## config.mk

```make
export PLATFORM = sky130hd
export DESIGN_NAME = bpsk_mod
export DESIGN_NICKNAME = d
export VERILOG_FILES = /design/src/rtl/bpsk_mod.sv
export SDC_FILE = /design/constraint.sdc
export NUM_CORES = 1
export LEC_CHECK = 0
export CAP_MARGIN = 15
export CORE_MARGIN = 3
export CORE_UTILIZATION = 60
export DETAILED_ROUTE_END_ITERATION = 8
export GPL_ROUTABILITY_DRIVEN = 0
export MAX_ROUTING_LAYER = met4
export PLACE_DENSITY = 0.84
export SYNTH_ARGS = -nofsm -noshare
export SYNTH_HDL_FRONTEND = slang
export SYNTH_SLANG_ARGS = --single-unit
```

## constraint.sdc

```tcl
create_clock -name clk -period 5.5 [get_ports clk]
set_input_delay 0.825 -clock clk [delete_from_list [all_inputs] [get_ports clk]]
set_output_delay 0.825 -clock clk [all_outputs]
set_load 0.005 [all_outputs]
```

## src/rtl/bpsk_mod.sv

```systemverilog
// BPSK modulator: holds one data bit per symbol and multiplies it onto a
// symbol-coherent sine carrier read from a ROM, two clocks of latency.
module bpsk_mod #(
  parameter int DATA_W    = 12,
  parameter int PHASE_W   = 5,
  parameter int PHASE_INC = 4,
  parameter int SPS       = 32
) (
  input  logic                     clk,
  input  logic                     rst,
  input  logic                     en,
  input  logic                     bit_in,
  output logic                     bit_ack,
  output logic signed [DATA_W-1:0] dout,
  output logic                     dout_valid,
  output logic                     sym_start
);

  localparam int                 LUT_N    = 2 ** PHASE_W;
  localparam logic [15:0]        SPS_LAST = 16'(SPS - 1);
  localparam logic [PHASE_W-1:0] STEP     = PHASE_W'(PHASE_INC);

  // Rounded sine sample for table entry k; amplitude leaves headroom for negation.
  function automatic logic signed [DATA_W-1:0] sine_val(input int k);
    real amp;
    real s;
    int  r;
    amp = real'((2 ** (DATA_W - 1)) - 1);
    s   = amp * $sin(6.283185307179586 * real'(k) / real'(LUT_N));
    r   = (s >= 0.0) ? $rtoi(s + 0.5) : $rtoi(s - 0.5);
    return r[DATA_W-1:0];
  endfunction

  logic signed [DATA_W-1:0] lut [LUT_N];

  generate
    for (genvar gi = 0; gi < LUT_N; gi++) begin : g_lut
      assign lut[gi] = sine_val(gi);
    end
  endgenerate

  logic [15:0]              sym_cnt_reg;
  logic [PHASE_W-1:0]       phase_reg;
  logic                     sym_bit_reg;
  logic signed [DATA_W-1:0] lut_reg;
  logic                     bit_p1_reg;
  logic                     valid_p1_reg;
  logic                     start_p1_reg;

  logic                     sym_first;
  logic [PHASE_W-1:0]       phase_next;
  logic                     bit_next;
  logic [15:0]              cnt_next;

  assign sym_first  = (sym_cnt_reg == 16'd0);
  assign phase_next = sym_first ? '0 : phase_reg + STEP;
  assign bit_next   = sym_first ? bit_in : sym_bit_reg;
  assign cnt_next   = (sym_cnt_reg == SPS_LAST) ? 16'd0 : sym_cnt_reg + 16'd1;
  assign bit_ack    = en & ~rst & sym_first;

  // The ROM is addressed with the next phase so the read register doubles
  // as the first pipeline stage.
  always_ff @(posedge clk) begin
    if (rst) begin
      sym_cnt_reg  <= '0;
      phase_reg    <= '0;
      sym_bit_reg  <= 1'b0;
      lut_reg      <= '0;
      bit_p1_reg   <= 1'b0;
      valid_p1_reg <= 1'b0;
      start_p1_reg <= 1'b0;
      dout         <= '0;
      dout_valid   <= 1'b0;
      sym_start    <= 1'b0;
    end else begin
      if (en) begin
        sym_cnt_reg <= cnt_next;
        phase_reg   <= phase_next;
        sym_bit_reg <= bit_next;
        lut_reg     <= lut[phase_next];
        bit_p1_reg  <= bit_next;
      end
      valid_p1_reg <= en;
      start_p1_reg <= en & sym_first;
      dout_valid   <= valid_p1_reg;
      sym_start    <= start_p1_reg;
      if (valid_p1_reg) begin
        dout <= bit_p1_reg ? lut_reg : -lut_reg;
      end
    end
  end

endmodule

```

# Yosys cells after proc, flatten, opt, wreduce, memory -nomap -nowiden
# Memories as Yosys holds them, arrays and structs flattened. A register that Yosys moved wholly into a read port is not among the register bits.
# Index checks and enable logic that the tools add are counted.
# W data, S select, Z words.
[word_totals] ram_bits=0 input_bits=4 rom_bits=384 reg_bits=38 wordCells=24 memories=1 latchBits=0
[op_classes] muxes=4 reduce_logical=2 order_cmp=0 bitwise=5 mul=0 shift=0 addsub=3 n_eq_ne=1 div_mod_pow=0
[memory_table] memory="(no name shown)" depth=32 word_bits=12 rd=1 rd_clocked_by_memory_dff=1 write_ports=0 line_no="80" rtl="lut_reg <= lut[phase_next];"
[op_table] operator="$add A16 B1 Y16 const B" count=1
[op_table] operator="$eq A16 B5 Y1 const B" count=1
[op_table] operator="$logic_not A16 Y1" count=1
[op_table] operator="$mux W16" count=1
[op_table] operator="$mux W12" count=1
[op_table] operator="$neg A12 Y12" count=1
[op_table] operator="$not A5 Y6" count=1
[op_table] operator="$add A5 B3 Y5 const B" count=1
[op_table] operator="$mux W5" count=1
[op_table] operator="$and A1 B1 Y1" count=3
[op_table] operator="$reduce_and A2 Y1" count=1
[op_table] operator="$mux W1" count=1
[op_table] operator="$not A1 Y1" count=1

# Longest topological paths before layout
# Gate-level depths: netlist of the first run.
[logic_depth] word_depth=3 mapped_depth=14 depth_no_buf=12

# Least setup slack after synthesis of the first run
# Ideal clock, no wire load.
[synth_path] path_type="register -> register" startpoint="register sym_cnt_reg[0]" endpoint="register lut_reg[2]" t_required_ps=5380 path_stages_with_launch=15 slack_ps=2790 setup_ps=120 arrival_ps=2590 cell_sequence="dfxtp_1 -> inv_1 -> ha_1 -> nor4b_2 -> nand4_2 -> buf_6 -> clkbuf_1 -> nand2_1 -> inv_1 -> ha_1 -> nand2b_1 -> o2111a_1 -> o31ai_1 -> o211ai_1 -> o31a_1"
[synth_between] elab_chain_len=3
[synth_lines] element="start: declaration" line_no="42" rtl="logic [15:0] sym_cnt_reg;"
[synth_lines] element="start signal: assignment" line_no="77" rtl="sym_cnt_reg <= cnt_next;"
[synth_lines] element="$logic_not A16 Y1" line_no="55" rtl="assign sym_first = (sym_cnt_reg == 16'd0);"
[synth_lines] element="$mux W5" line_no="56" rtl="assign phase_next = sym_first ? '0 : phase_reg + STEP;"
[synth_lines] element="named net phase_next[1]" line_no="51" rtl="logic [PHASE_W-1:0] phase_next;"
[synth_lines] element="$not A5 Y6 (not written as such)" line_no="80"
[synth_lines] element="end: declaration" line_no="45" rtl="logic signed [DATA_W-1:0] lut_reg;"
# The timed path passes the listed nets, and every way through them passes these cells.
# A chain may end at the register's enable or synchronous reset.

# Worst setup path after layout of the first run
[layout_path] startpoint="input port en" endpoint="output port bit_ack"
[layout_between] elab_chain_len=2
[layout_lines] element="start: declaration" line_no="11" rtl="input logic en,"
[layout_lines] element="$and A1 B1 Y1 (2 in a row)" line_no="59" rtl="assign bit_ack = en & ~rst & sym_first;"
[layout_lines] element="end: declaration" line_no="13" rtl="output logic bit_ack,"
# No other way between the ends.

==> impl_metrics.yaml, run 1 <==
die:
  std_cell_rows: 24
  die_h_um: 75.4
  core_area_um2: 4500
  initial_core_util: 0.642
  dieArea_um2: 5690
  die_w_um: 75.4
  num_io_pins: 19
clock_tree:
  clkTransAtPathRegs_ns: 0.09
  ctsHoldBuffers: 0
  cts_buffers: 5
  cts_setup_buffers: 0
  clk_latency_ns: 0.31
  cts_tree: "done"
  cts_resized: 0
  cts_root_buf: "clkbuf_8"
  clock_path_buffers: 2
  cts.sinks: 50
  h-tree-depth: 2
logic_synthesis:
  synth_most_common_cell: "nor2_1"
  synth.avg_cell_area_um2: 8.36
  ys_warn_count: 0
  synthArstFlopShare: 0
  yosysTopAreaCellShare: 0.346
  syn_inst: 346
  seq_area_frac_synth: 0.346
  synthFlopType: "dfxtp_1"
  yosysTopAreaCell: "dfxtp_1"
  ys_seq_elements: 50
  synth_fp_nets: 364
  synth_edf_count: 0
  synthTopCellsByArea: "dfxtp_1, nor2_1, ha_1"
  synth_area_um2: 2890
  yosys.cell_types.count: 62
  synth_common_cells: "nor2_1, dfxtp_1, nand2_1"
global_route:
  overflow: 0
  grt_max_degree: 37
  grt_pass1_vias: 2336
  antenna_found_initial: 0
  groute.usage.overall: 0.239
  grt_pass1_wl_um: 10400
routing:
  drtAntennaViolNets: 0
  vias_per_cell: 6.10
  vias: 2463
  drtIter0Drc: 120
  wl_per_cell_um: 14.9
  routed_wl_um: 6030
  dr.pass1.iters: 4
  post-route-drc-count: 0
final_layout:
  fin_area_um2: 3170
  largest_register_ffs: 16
  num_antenna_cells: 0
  drive_gt1_frac: 0.0653
  finish.utilization: 0.704
  area_growth_pct: 9.69
  finalNetCount: 369
  final_cells: 404
sta:
  rsz0062_at_grt: "no"
  fin_crit_sh: 0.594
  hold_ws_ns: 0.449
  tightest_slew_ns: 0.965
  min_period_ns: 3.27
  fmaxAchievable_ghz: 0.306
  maxSlewViolCount: 0
  slew_headroom: 0.356
  hold_viol: 0
  fin_setup_tns_ns: 0
  setup_ws_ns: 2.23
  finalSetupViolCount: 0
  skew_ns: 0.0111
pwr:
  power_density_nw_per_um2: 251
  p_leak_nw: 1.14
  power_mw: 0.795
  ir_drop_uv: 215
placement:
  dp.cells: 396
  place_area_um2: 3060
  io_buffers: 18
  place_ws_ns: 2.25
  hpwlAfterDp_um: 4180
min_path:
  holdPathStages: 1
  hold_class: "reg2reg"
critical_path:
  crit_required_ns: 4.68
  critical_path_arrival_ns: 2.44
  worstSetupPathType: "in2out"
  worstRegToRegCells: 12
  crit_path_end_kind: "output pin"
  start_kind: "input pin"
  crit_fanout: 12
run_status:
  status: "finished clean"
flow_run:
  maxCapViolCount: 0
## layer usage
metal | global-route usage | part of all wire | vias up
met5 | - | 0 | -
met4 | 0.101 | 0.014 | 0
met3 | 0.0435 | 0.053 | 12
met2 | 0.384 | 0.50 | 79
met1 | 0.293 | 0.44 | 1126
li1 | - | - | 1246
## cell type report
type	count	area, um^2
well taps	52	65.1
repair buffers	21	203
clock inverters	3	48.8
multi-input cells	258	1730
flip-flops and latches	50	1000
clock buffers	5	68.8
fillers	362	1330
inverters	15	56.3
## cells in the final DEF (no fill, tap or decap), drive strengths merged, types with 7 or more instances in the layout
cell and n:
nand4 10, o21ai 18, clkdlybuf4s50 18, xnor2 14, xor2 10, a21oi 13
a311oi 7, nor3 7, a211oi 10, ha 14, nor2 54, nand2 25
dfxtp 50, inv 15
## worst max-delay path, stage by stage
cell	delay (ns)
clkdlybuf4s50_1	0.77
nand2b_1	0.20
nor2_1	0.12
clkdlybuf4s50_1	0.52
## worst paths after layout
path | start | slack, ns | end
worst max register to register | sym_cnt_reg[0] | 2.26 | lut_reg[2]
worst max-delay path | en | 2.23 | bit_ack
worst min-delay path | start_p1_reg | 0.45 | sym_start
worst min register to register | start_p1_reg | 0.45 | sym_start
## logic make-up (layout without fill, tap and decap cells)
| group | after synthesis | in the layout | synth area share |
|---|---|---|---|
| flops | 50 | 50 | 0.346 |
| mux | 7 | 7 | 0.0290 |
| compound gates | 85 | 85 | 0.208 |
| buf+inv | 38 | 44 | 0.0558 |
| fa+ha+maj | 14 | 14 | 0.0606 |
| simple gates | 128 | 128 | 0.228 |
| xor+xnor | 24 | 24 | 0.0727 |
## power breakdown
group	leakage [nW]	internal [mW]	total [mW]	switching [mW]
Combinational	0.674	0.0620	0.130	0.0683
Clock	0.0563	0.139	0.268	0.130
Sequential	0.408	0.377	0.397	0.0195
Total	1.14	0.578	0.795	0.217
Note: power is estimated with default switching activity, not from simulation.
==> run 2: changes to the inputs <==
--- a/config.mk
+++ b/config.mk
@@ -7,11 +7,11 @@
 export LEC_CHECK = 0
 export CAP_MARGIN = 15
 export CORE_MARGIN = 3
-export CORE_UTILIZATION = 60
+export CORE_UTILIZATION = 59
 export DETAILED_ROUTE_END_ITERATION = 8
 export GPL_ROUTABILITY_DRIVEN = 0
 export MAX_ROUTING_LAYER = met4
-export PLACE_DENSITY = 0.84
+export PLACE_DENSITY = 0.83
 export SYNTH_ARGS = -nofsm -noshare
 export SYNTH_HDL_FRONTEND = slang
 export SYNTH_SLANG_ARGS = --single-unit
==> constraint.sdc (replaced) <==
create_clock -name clk -period 3.2 [get_ports clk]
set_input_delay 0.48 -clock clk [delete_from_list [all_inputs] [get_ports clk]]
set_output_delay 0.48 -clock clk [all_outputs]
set_load 0.005 [all_outputs]
==> impl_metrics.yaml, run 2 (synthesized netlist as in run 1, its figures left out) <==
pwr:
  clockPowerShare: 0.275
  power_density_nw_per_um2: 396
  power.switching_mw: 0.348
  p_sw_frac: 0.277
  pwr-share-seq: 0.538
  power_frac_comb: 0.187
  power.internal_mw: 0.909
  p_leak_nw: 1.13
  ir_drop_uv: 272
clock_tree:
  cts_setup_buffers: 0
  h-tree-depth: 2
  cts_tree: "done"
  cts_buffers: 5
  cts_root_buf: "clkbuf_8"
  cts_resized: 0
  ctsHoldBuffers: 0
  clock_path_buffers: 2
  clk_latency_ns: 0.30
  clkTransAtPathRegs_ns: 0.08
  cts.sinks: 50
routing:
  vias_per_cell: 5.91
  drtAntennaViolNets: 0
  drtIter0Drc: 101
  dr.pass1.iters: 4
  routed_wl_um: 6110
  post-route-drc-count: 0
  wl_per_cell_um: 14.6
  vias: 2475
global_route:
  overflow: 0
  grt_max_degree: 37
  antenna_found_initial: 0
  grt_pass1_wl_um: 10700
  groute.usage.overall: 0.227
  grt_pass1_vias: 2272
run_status:
  status: "finished clean"
sta:
  min_period_ns: 2.89
  tightest_slew_ns: 0.961
  slew_headroom: 0.359
  fin_crit_sh: 0.902
  rsz0062_at_grt: "no"
  hold_ws_ns: 0.448
  skew_ns: 0.00534
  maxSlewViolCount: 0
  fin_setup_tns_ns: 0
  hold_viol: 0
  finalSetupViolCount: 0
  fmaxAchievable_ghz: 0.346
final_layout:
  largest_register_ffs: 16
  layout.area.seq_um2: 1000
  layout_commonest_cell: "nor2_1"
  finalNetCount: 372
  multi_input_area_um2: 1730
  num_antenna_cells: 0
  fin_area_um2: 3170
  drive_gt1_frac: 0.0678
  fillers: 372
  layout_common_cells: "nor2_1, dfxtp_1, nand2_1, clkdlybuf4s50_1"
  area_growth_pct: 9.73
  finish.utilization: 0.700
die:
  die_h_um: 76.0
  core_area_um2: 4530
  dieArea_um2: 5780
  die_w_um: 76.0
  std_cell_rows: 24
  num_io_pins: 19
  initial_core_util: 0.638
critical_path:
  crit_required_ns: 3.40
  crit_fanout: 10
  start_kind: "flip-flop"
  crit_path_end_kind: "flip-flop"
  worstSetupPathType: "reg2reg"
  critical_path_arrival_ns: 3.09
min_path:
  hold_class: "reg2reg"
placement:
  io_buffers: 18
  hpwlAfterDp_um: 4320
  place_area_um2: 3090
flow_run:
  maxCapViolCount: 0
[run 2: cell count changes in the layout (fill, tap and decap cells not counted)]
cell,delta
inv_8,-1
bufinv_16,-1
clkbuf_1,+1
buf_4,+3
[run 2: power by group through the flow]
stage | registers, mW | clock network, mW | logic [mW]
after floorplan | 0.682 | 0 | 0.179
after global placement | 0.690 | 0 | 0.227
after detailed placement | 0.691 | 0 | 0.233
after CTS | 0.676 | 0.358 | 0.234
after global routing | 0.681 | 0.381 | 0.262
final | 0.676 | 0.346 | 0.235
[run 2: critical path, stage by stage, from the launching register on]
cell     delay (ns)
dfxtp_1        0.34
inv_1          0.09
ha_1           0.14
nor4b_2        0.25
nand4_2        0.30
nand2_1        0.26
inv_1          0.14
ha_1           0.39
nand2_1        0.11
o21a_1         0.13
o21ai_0        0.07
a221o_1        0.34
a32o_1         0.24
[run 2: routing by layer]
| layer | global-route usage | share of wire | vias up |
|---|---|---|---|
| met5 | - | 0 | - |
| met4 | 0.0688 | 0.014 | 0 |
| met3 | 0.0426 | 0.056 | 10 |
| met2 | 0.377 | 0.50 | 66 |
| met1 | 0.283 | 0.43 | 1144 |
| li1 | - | - | 1255 |
[run 2: final timing paths]
path | start | to | slack (ns) | cells past startpoint
setup reg to reg | sym_cnt_reg[0] | lut_reg[7] | 0.31 | 12
setup / recovery | sym_cnt_reg[0] | lut_reg[7] | 0.31 | 12
hold reg to reg | start_p1_reg | sym_start | 0.45 | 1
hold / removal | start_p1_reg | sym_start | 0.45 | 1
[run 2: per-stage QoR]
step	power [mW]	cells	setup WS (ns)
after floorplan	0.861	346	0.490
after global placement	0.916	412	0.430
after detailed placement	0.924	412	0.323
after CTS	1.27	419	0.311
after global routing	1.32	419	0.0193
final	1.26	419	0.312
[run 2: layout make-up]
type | count | area share
clock buffers | 6 | 0.0229
clock inverters | 1 | 0.00237
inverters | 15 | 0.0177
multi-input cells | 258 | 0.545
flip-flops and latches | 50 | 0.315
well taps | 65 | 0.0256
repair buffers | 24 | 0.0710
